## config.mk

```make
export PLATFORM = sky130hd
export DESIGN_NAME = shift_register_load_ctrl
export DESIGN_NICKNAME = d
export VERILOG_FILES = /design/src/rtl/shift_register_load_ctrl_pkg.sv /design/src/rtl/shift_register_load_ctrl.sv
export SDC_FILE = /design/constraint.sdc
export NUM_CORES = 1
export LEC_CHECK = 0
export BUFFER_PORTS_ARGS = -buffer_cell sky130_fd_sc_hd__buf_2
export CORE_MARGIN = 4
export CORE_UTILIZATION = 30
export DETAILED_ROUTE_END_ITERATION = 6
export PLACE_DENSITY_LB_ADDON = 0.15
export SLEW_MARGIN = 20
export SYNTH_ARGS = -nofsm -noshare
export SYNTH_HDL_FRONTEND = slang
export SYNTH_SLANG_ARGS = --single-unit
```

## constraint.sdc

```tcl
create_clock -name clk -period 1.76 [get_ports clk]
set_clock_uncertainty 0.05 [all_clocks]
set_input_delay 0.176 -clock clk [delete_from_list [all_inputs] [get_ports clk]]
set_output_delay 0.176 -clock clk [all_outputs]
set_load 0.01 [all_outputs]
```

## src/rtl/shift_register_load_ctrl_pkg.sv

```systemverilog
// Shared types and helpers for the address/data shift-register loader.
// State encoding and word-count arithmetic live here.
package shift_register_load_ctrl_pkg;

  typedef enum logic [1:0] {
    ST_IDLE   = 2'd0,
    ST_ACCEPT = 2'd1,
    ST_SHIFT  = 2'd2,
    ST_COMMIT = 2'd3
  } state_t;

  localparam state_t IDLE   = ST_IDLE;
  localparam state_t ACCEPT = ST_ACCEPT;
  localparam state_t SHIFT  = ST_SHIFT;
  localparam state_t COMMIT = ST_COMMIT;

  function automatic int ceil_div(input int num, input int den);
    return (num + den - 1) / den;
  endfunction

endpackage

```

## src/rtl/shift_register_load_ctrl.sv

```systemverilog
// Loads a frame of stream words into the address/data shift register,
// one registered sr_shift pulse per word, then holds a commit handshake.
module shift_register_load_ctrl
  import shift_register_load_ctrl_pkg::*;
#(
  parameter int DATA_INPUT_WIDTH = 16,
  parameter int DATA_WIDTH       = 256,
  parameter int ADDRESS_WIDTH    = 32
) (
  input  logic                        clk,
  input  logic                        rst_n,
  input  logic                        start,
  input  logic                        data_only,
  input  logic                        abort,
  input  logic                        s_valid,
  output logic                        s_ready,
  input  logic [DATA_INPUT_WIDTH-1:0] s_data,
  output logic [DATA_INPUT_WIDTH-1:0] sr_in,
  output logic                        sr_select_data,
  output logic                        sr_shift,
  output logic                        commit_valid,
  input  logic                        commit_ready,
  output logic                        busy
);

  localparam int DATA_WORDS =
    ceil_div(DATA_WIDTH, DATA_INPUT_WIDTH);
  localparam int ADDR_WORDS =
    ceil_div(ADDRESS_WIDTH, DATA_INPUT_WIDTH);
  localparam int TOT_WORDS = ADDR_WORDS + DATA_WORDS;
  localparam int CNT_W = $clog2(TOT_WORDS + 1);

  localparam logic [CNT_W-1:0] CNT_ALL  = CNT_W'(TOT_WORDS);
  localparam logic [CNT_W-1:0] CNT_DATA = CNT_W'(DATA_WORDS);
  localparam logic [CNT_W-1:0] CNT_ONE  = CNT_W'(1);

  state_t                      r_state;
  logic [CNT_W-1:0]            r_cnt;
  logic [DATA_INPUT_WIDTH-1:0] r_sr_in;
  logic                        r_sel;
  logic                        r_shift;
  logic                        r_ready;
  logic                        r_commit;
  logic                        r_busy;

  state_t                      w_state_nx;
  logic [CNT_W-1:0]            w_cnt_nx;
  logic [DATA_INPUT_WIDTH-1:0] w_sr_in_nx;
  logic                        w_sel_nx;
  logic                        w_shift_nx;
  logic                        w_commit_nx;

  // Every output is the registered image of the next-state decode.
  always_comb begin
    w_state_nx  = r_state;
    w_cnt_nx    = r_cnt;
    w_sr_in_nx  = r_sr_in;
    w_sel_nx    = r_sel;
    w_shift_nx  = 1'b0;
    w_commit_nx = r_commit;
    unique case (r_state)
      IDLE: begin
        if (start && !abort) begin
          w_state_nx = ACCEPT;
          w_cnt_nx   = data_only ? CNT_DATA : CNT_ALL;
        end
      end
      ACCEPT: begin
        if (abort) begin
          w_state_nx = IDLE;
        end else if (s_valid) begin
          w_sr_in_nx = s_data;
          w_sel_nx   = (r_cnt <= CNT_DATA);
          w_state_nx = SHIFT;
        end
      end
      SHIFT: begin
        if (abort) begin
          w_state_nx = IDLE;
        end else begin
          w_shift_nx = 1'b1;
          w_cnt_nx   = r_cnt - CNT_ONE;
          w_state_nx = (r_cnt == CNT_ONE) ? COMMIT : ACCEPT;
        end
      end
      COMMIT: begin
        if (abort) begin
          w_state_nx  = IDLE;
          w_commit_nx = 1'b0;
        end else if (!r_commit) begin
          w_commit_nx = 1'b1;
        end else if (commit_ready) begin
          w_state_nx  = IDLE;
          w_commit_nx = 1'b0;
        end
      end
      default: begin
        w_state_nx  = IDLE;
        w_commit_nx = 1'b0;
      end
    endcase
  end

  always_ff @(posedge clk or negedge rst_n) begin
    if (!rst_n) begin
      r_state  <= IDLE;
      r_cnt    <= '0;
      r_sr_in  <= '0;
      r_sel    <= 1'b0;
      r_shift  <= 1'b0;
      r_ready  <= 1'b0;
      r_commit <= 1'b0;
      r_busy   <= 1'b0;
    end else begin
      r_state  <= w_state_nx;
      r_cnt    <= w_cnt_nx;
      r_sr_in  <= w_sr_in_nx;
      r_sel    <= w_sel_nx;
      r_shift  <= w_shift_nx;
      r_ready  <= (w_state_nx == ACCEPT);
      r_commit <= w_commit_nx;
      r_busy   <= (w_state_nx != IDLE);
    end
  end

  assign s_ready        = r_ready;
  assign sr_in          = r_sr_in;
  assign sr_select_data = r_sel;
  assign sr_shift       = r_shift;
  assign commit_valid   = r_commit;
  assign busy           = r_busy;

endmodule
```

==> results.md, run 1 <==
* Status: completed
* N_diodes at 0
* Clk_lat worst skew at around 0.27 ns
* Top-count cell post-synth: dfrtp_1
* Synthesized netlist cell count at 89
* Largest net degree at the start of global routing at 29
* Tot Pwr at roughly 1.8 mW
* CTS Buffer Depth at 2
* Leak at 0.794 nW
* GRT Total Usage at about a tenth
* Ranking of synthesized cells by area: dfrtp_1 55%, mux2_4 9.4%, mux2_2 7.0%
* Final Core Density at between 30% and 40%
* Post-synth EDFFs at 0
* CP cell instances: nor4bb_4 -> buf_4 -> mux2_4
* Worst R2R Start: r_state[0]$_DFF_PN0_
* Vias in the first global route at between 900 and 1k
* Mapped Avg Cell Area at between 10 and 15 um2
* Worst reg-to-reg setup slack at between 0.15 and 0.2 ns
* Full die area at between 5000 and 6000 um2
* Most used DFF post-synth: dfrtp_1
* Num ports at 44
* GRT overflow at 0
* Delay-heaviest family, CP: flip-flops
* Syn Nets at roughly 120
* Worst flop-to-flop path endpoint: sr_in[14]$_DFFE_PN0P_
* Setup TNS at 0 ns
* H-Tree Depth at 1
* PwrDens at about 1100 nW/um2
* VDD IR max at 0.000338 V
* Top cells by count, synth: 28 x dfrtp_1, 8 x mux2_2, 8 x mux2_4
* Port Buffers at 43
* Critical Path Max Stage Delay at between 0.5 and 0.6 ns
* Pre-antenna DRT Iters at 2
* DRC errors left at 0
* Via count at approximately 860
* Setup crit start kind: register
* Finished Layout Cells at around 190
* Synth unique cells at 33
* Hold path start: data_only
* Layout cell share with drive strength beyond 1 at 51.5%
* Antenna viol nets, final at 0
* Final Cycle Share at between 90% and 100%
* Core footprint at around 4100 um2
* Routed len/inst at approximately 13 um
* First-pass GRT wire length at 4.00 mm
* Die X at 73.4 um
* Dominant cell type by area after synthesis: dfrtp_1
* Req. time, crit path at 1.87 ns
* Initial core utilization at 31.6%
* Clock sink count at 28
* Final worst slack at between 0.15 and 0.2 ns
* Final setup viols at 0
* TritonCTS clock tree: yes
* Seq cells post-synth at 28
* Initial antenna violation count at 0
* Slowest-stage cell, CP: dfrtp_1
* Worst setup path class: reg -> reg
* Root Driver: clkbuf_8
* Worst path bufs/invs at 1
* Final Hold Fails at 0
* Worst Hold Depth at 2
* Crit Path Max Fanout at 10
* Worst slack at placement at 0.155 ns
* Slew Viols, Final at 0
* Async set or reset register ratio after synthesis at 100%
* TritonCTS buffer count at 3
* Rows at 23
* Worst Hold Path EP: r_cnt[1]$_DFFE_PN0P_
* CP Capture Type: register
* Min Tclk post-route at about 1.6 ns
* RSZ-0062 raised after global routing: no
* Area Overhead vs Synth at 24.6%
* Die Ht at between 70 and 80 um
* Sequential area share after synthesis at 54.7%
* Max-cap violation count at 0
* Share of the synthesized area in the top cell type at a little over half
* CP arrival at between 1.5 and 2 ns
* Vias per inst at between 4 and 5
* Nets@finish at between 150 and 200
* Clock Pin Slew Worst Setup and Hold Paths at about 0.10 ns
* Worst-Margin Slew at ~0.63 ns
* Initial DRC count at 21
* DP Wirelength at approximately 1.9 mm
* Fmax at between 0.6 and 0.7 GHz
* Post-Syn Area at ~1300 um2
* Placed cell count at around 180
* Post-cts sizing count at 0
* Min-delay worst type: in -> reg
* GPL Wtd Cong at between 0.7 and 0.8
* Final WL at 2.45 mm
* Reg2reg path depth at 3
* Ys Warns at 0
* Relative slew slack at around 58%
## power breakdown
group / switching (mW) / internal [mW] / total [mW]
clock: 0.192 / 0.200 / 0.392
sequential: 0.0851 / 0.789 / 0.874
combinational: 0.218 / 0.269 / 0.487
## cells by family after synthesis
group	count (synthesis)	synth area share (%)
flops	28	54.7
simple gates	22	13.7
mux	17	17.2
compound gates	9	5.47
buf+inv	9	5.37
fa+ha+maj	3	2.93
xor+xnor	1	0.684
## cell usage in the layout, fill, tap and decap left out, types with 2 or more instances in the layout
master,instances
buf_2,43
clkbuf_8,4
nand2_1,2
dfrtp_1,28
mux2_4,8
mux2_2,8
nand3_1,2
inv_1,5
buf_4,3
nor2b_1,2
nor2_1,4
ha_1,3
nor3_1,3
## worst max path at each step
stage / slack (ns) / to / cells past startpoint / from
2_1_floorplan: 0.23 / sr_in[0]$_DFFE_PN0P_ / 5 / r_state[1]$_DFF_PN0_
6_report: 0.16 / sr_in[14]$_DFFE_PN0P_ / 3 / r_state[0]$_DFF_PN0_
3_3_place_gp: 0.20 / sr_in[4]$_DFFE_PN0P_ / 3 / r_state[0]$_DFF_PN0_
4_1_cts: 0.14 / sr_in[14]$_DFFE_PN0P_ / 3 / r_state[0]$_DFF_PN0_
3_5_place_dp: 0.15 / sr_in[5]$_DFFE_PN0P_ / 3 / r_state[0]$_DFF_PN0_
5_1_grt: 0.05 / sr_in[5]$_DFFE_PN0P_ / 3 / r_state[0]$_DFF_PN0_
## sequential cells by signal (all words and copies together) (netlist names)
name	cells
sr_shift	1
r_state	2
r_cnt	5
busy	1
s_ready	1
sr_in	16
commit_valid	1
sr_select_data	1
## area by class of cell
class,instances,area [um2]
Tap cell,50,62.6
Inverter,5,18.8
Fill cell,407,2460
Clock buffer,4,55.1
Timing Repair Buffer,47,248
Sequential cell,28,701
Multi-Input combinational cell,52,512
## routing by layer
| metal | vias up | global-route usage (%) | share of wire [%] |
|---|---|---|---|
| met2 | 21 | 18.1 | 53 |
| met5 | - | 0 | 0 |
| met3 | 2 | 1.78 | 6.7 |
| met1 | 428 | 10.5 | 39 |
| met4 | 0 | 2.41 | 0.78 |
| li1 | 410 | - | - |
## metrics by stage
stage	area (um2)	hold slack, ns
global route	1600	0.0447
detailed placement	1530	0.189
floorplan	1280	-0.170
finish	1600	0.0448
CTS	1600	0.0463
global placement	1530	0.179
## repair_timing
action / CTS / global route
hold buffers: 1 / 0
buffers inserted: 0 / 0
endpoints found under the hold margin: 28 / 0
Power figures use the tool's default switching activity.
==> run 2: changes to the inputs <==
--- a/config.mk
+++ b/config.mk
@@ -6,6 +6,8 @@
 export NUM_CORES = 1
 export LEC_CHECK = 0
 export BUFFER_PORTS_ARGS = -buffer_cell sky130_fd_sc_hd__buf_2
+export CELL_PAD_IN_SITES_DETAIL_PLACEMENT = 2
+export CELL_PAD_IN_SITES_GLOBAL_PLACEMENT = 2
 export CORE_MARGIN = 4
 export CORE_UTILIZATION = 30
 export DETAILED_ROUTE_END_ITERATION = 6
==> results.md, run 2 (synthesis results as in run 1) <==
* Setup TNS at 0 ns (unchanged)
* Final WL at 2.87 mm (was 2.45 mm)
* Routed len/inst at 15.4 um (was 13.2 um)
* Die Ht at 73.4 um (unchanged)
* Die X at 73.4 um (unchanged)
* Initial DRC count at 38 (was 21)
* Initial antenna violation count at 0 (unchanged)
* Req. time, crit path at 1.87 ns (about the same)
* VDD IR max at 0.000372 V (was 0.000338 V)
* Pre-antenna DRT Iters at 2 (unchanged)
* GRT Total Usage at 11.6% (was 9.41%)
* RSZ-0062 raised after global routing: no (unchanged)
* Final worst slack at 0.188 ns (was 0.159 ns)
* Worst-Margin Slew at 0.659 ns (was 0.631 ns)
* Core footprint at 4060 um2 (unchanged)
* Clk_lat worst skew at 0.27 ns (about the same)
* Post-cts sizing count at 0 (unchanged)
* Status: completed (unchanged)
* GRT overflow at 0 (unchanged)
* H-Tree Depth at 1 (unchanged)
* Via count at 882 (was 861)
* Clock sink count at 28 (unchanged)
* Vias per inst at 4.74 (was 4.63)
* Critical Path Max Stage Delay at 0.57 ns (about the same)
* Clock Pin Slew Worst Setup and Hold Paths at 0.09 ns (was 0.10 ns)
* Tot Pwr at 1.77 mW (was 1.75 mW)
* Area Overhead vs Synth at 24.6% (unchanged)
* Num ports at 44 (unchanged)
* Relative slew slack at 56.1% (was 57.9%)
* Commonest non-fill, non-tap cell in the layout: buf_2 (unchanged)
* Setup crit start kind: register (unchanged)
* Antenna viol nets, final at 0 (unchanged)
* Full die area at 5380 um2 (unchanged)
* CP arrival at 1.68 ns (was 1.71 ns)
* Layout cell share with drive strength beyond 1 at 51.5% (unchanged)
* Final setup viols at 0 (unchanged)
* Worst slack at placement at 0.162 ns (was 0.155 ns)
* Vias in the first global route at 1019 (was 903)
* CP cell instances: nor4bb_4 -> buf_4 -> mux2_4 (unchanged)
* PwrDens at 1110 nW/um2 (was 1100 nW/um2)
* DP Wirelength at 2.17 mm (was 1.89 mm)
* Final Cycle Share at 89.3% (was 90.9%)
* Initial core utilization at 31.6% (unchanged)
* Crit Path Max Fanout at 9 (was 10)
* Delay-heaviest family, CP: flip-flops (unchanged)
* Min-delay worst type: in -> reg (unchanged)
* Final Hold Fails at 0 (unchanged)
* Port Buffers at 43 (unchanged)
* Rows at 23 (unchanged)
* Worst path bufs/invs at 1 (unchanged)
* CTS Buffer Depth at 2 (unchanged)
* Slowest-stage cell, CP: dfrtp_1 (unchanged)
* Largest net degree at the start of global routing at 29 (unchanged)
* Fmax at 0.636 GHz (was 0.625 GHz)
* TritonCTS buffer count at 3 (unchanged)
* Commonest cells after routing, fill and taps aside: 43 x buf_2, 28 x dfrtp_1, 8 x mux2_4, 8 x mux2_2, 5 x inv_1 (unchanged)
* Min Tclk post-route at 1.57 ns (was 1.60 ns)
* Slew Viols, Final at 0 (unchanged)
* Max-cap violation count at 0 (unchanged)
* Root Driver: clkbuf_8 (unchanged)
* Worst setup path class: reg -> reg (unchanged)
* GPL Wtd Cong at 0.697 (was 0.748)
* Nets@finish at 163 (unchanged)
* CP Capture Type: register (unchanged)
* First-pass GRT wire length at 4.84 mm (was 4.00 mm)
* Leak at 0.794 nW (unchanged)
* Max reg flops at 16 (unchanged)
* N_diodes at 0 (unchanged)
* TritonCTS clock tree: yes (unchanged)
* DRC errors left at 0 (unchanged)
[run 2: cell counts in the layout (fill, tap and decap cells not counted)]
No cell type changed its count.
[run 2: worst reg2reg max path: cells and delay by family (launching register included)]
kind | cells | cell delay, ns
buffers and inverters | 1 | 0.25
flip-flops | 1 | 0.57
multiplexers | 1 | 0.32
AND/OR/NAND/NOR | 1 | 0.28
[run 2: metal layers]
layer	GRT usage [%]	routed length [um]	up-vias
met5	0	0	-
met4	3.62	30	0
met3	2.19	151	4
met2	20.8	1460	24
met1	14.0	1230	445
li1	-	-	409
[run 2: final cells by class]
cell class	count	area [um2]
multi-input cells	52	512
flip-flops and latches	28	701
clock buffers	4	55.1
inverters	5	18.8
well taps	50	62.6
repair buffers	47	248
fillers	436	2460
[run 2: worst paths after layout]
kind                                            from               endpoint  slack, ns  depth (start not counted)
worst max-delay path            r_state[0]$_DFF_PN0_  sr_in[14]$_DFFE_PN0P_       0.19                          3
worst min-delay path                       data_only   r_cnt[1]$_DFFE_PN0P_       0.04                          2
worst max register to register  r_state[0]$_DFF_PN0_  sr_in[14]$_DFFE_PN0P_       0.19                          3
worst min register to register  sr_in[7]$_DFFE_PN0P_   sr_in[7]$_DFFE_PN0P_       0.46                          1
max in group asynchronous                      rst_n     sr_shift$_DFF_PN0_       0.80                          2
min in group asynchronous                      rst_n   sr_in[4]$_DFFE_PN0P_       0.43                          2
[run 2: metrics by stage]
stage / util (%) / instances / cell area, um2 / hold WS (ns)
global route: 39.3 / 186 / 1600 / 0.0426
global placement: 37.7 / 181 / 1530 / 0.180
CTS: 39.3 / 186 / 1600 / 0.0323
finish: 39.3 / 186 / 1600 / 0.0365
floorplan: - / 89 / 1280 / -0.170
detailed placement: 37.7 / 181 / 1530 / 0.194
[run 2: repair_timing]
| action | in CTS | in global routing |
|---|---|---|
| setup endpoints to repair | 0 | 0 |
| hold buffers | 1 | 0 |
| setup buffers | 0 | 0 |
| hold endpoints to repair | 28 | 0 |
[run 2: report_power, final]
part / leakage (nW) / internal [mW] / total [mW] / switching [mW]
Clock: 0.0288 / 0.200 / 0.398 / 0.197
Combinational: 0.422 / 0.270 / 0.498 / 0.228
Sequential: 0.343 / 0.789 / 0.877 / 0.0886
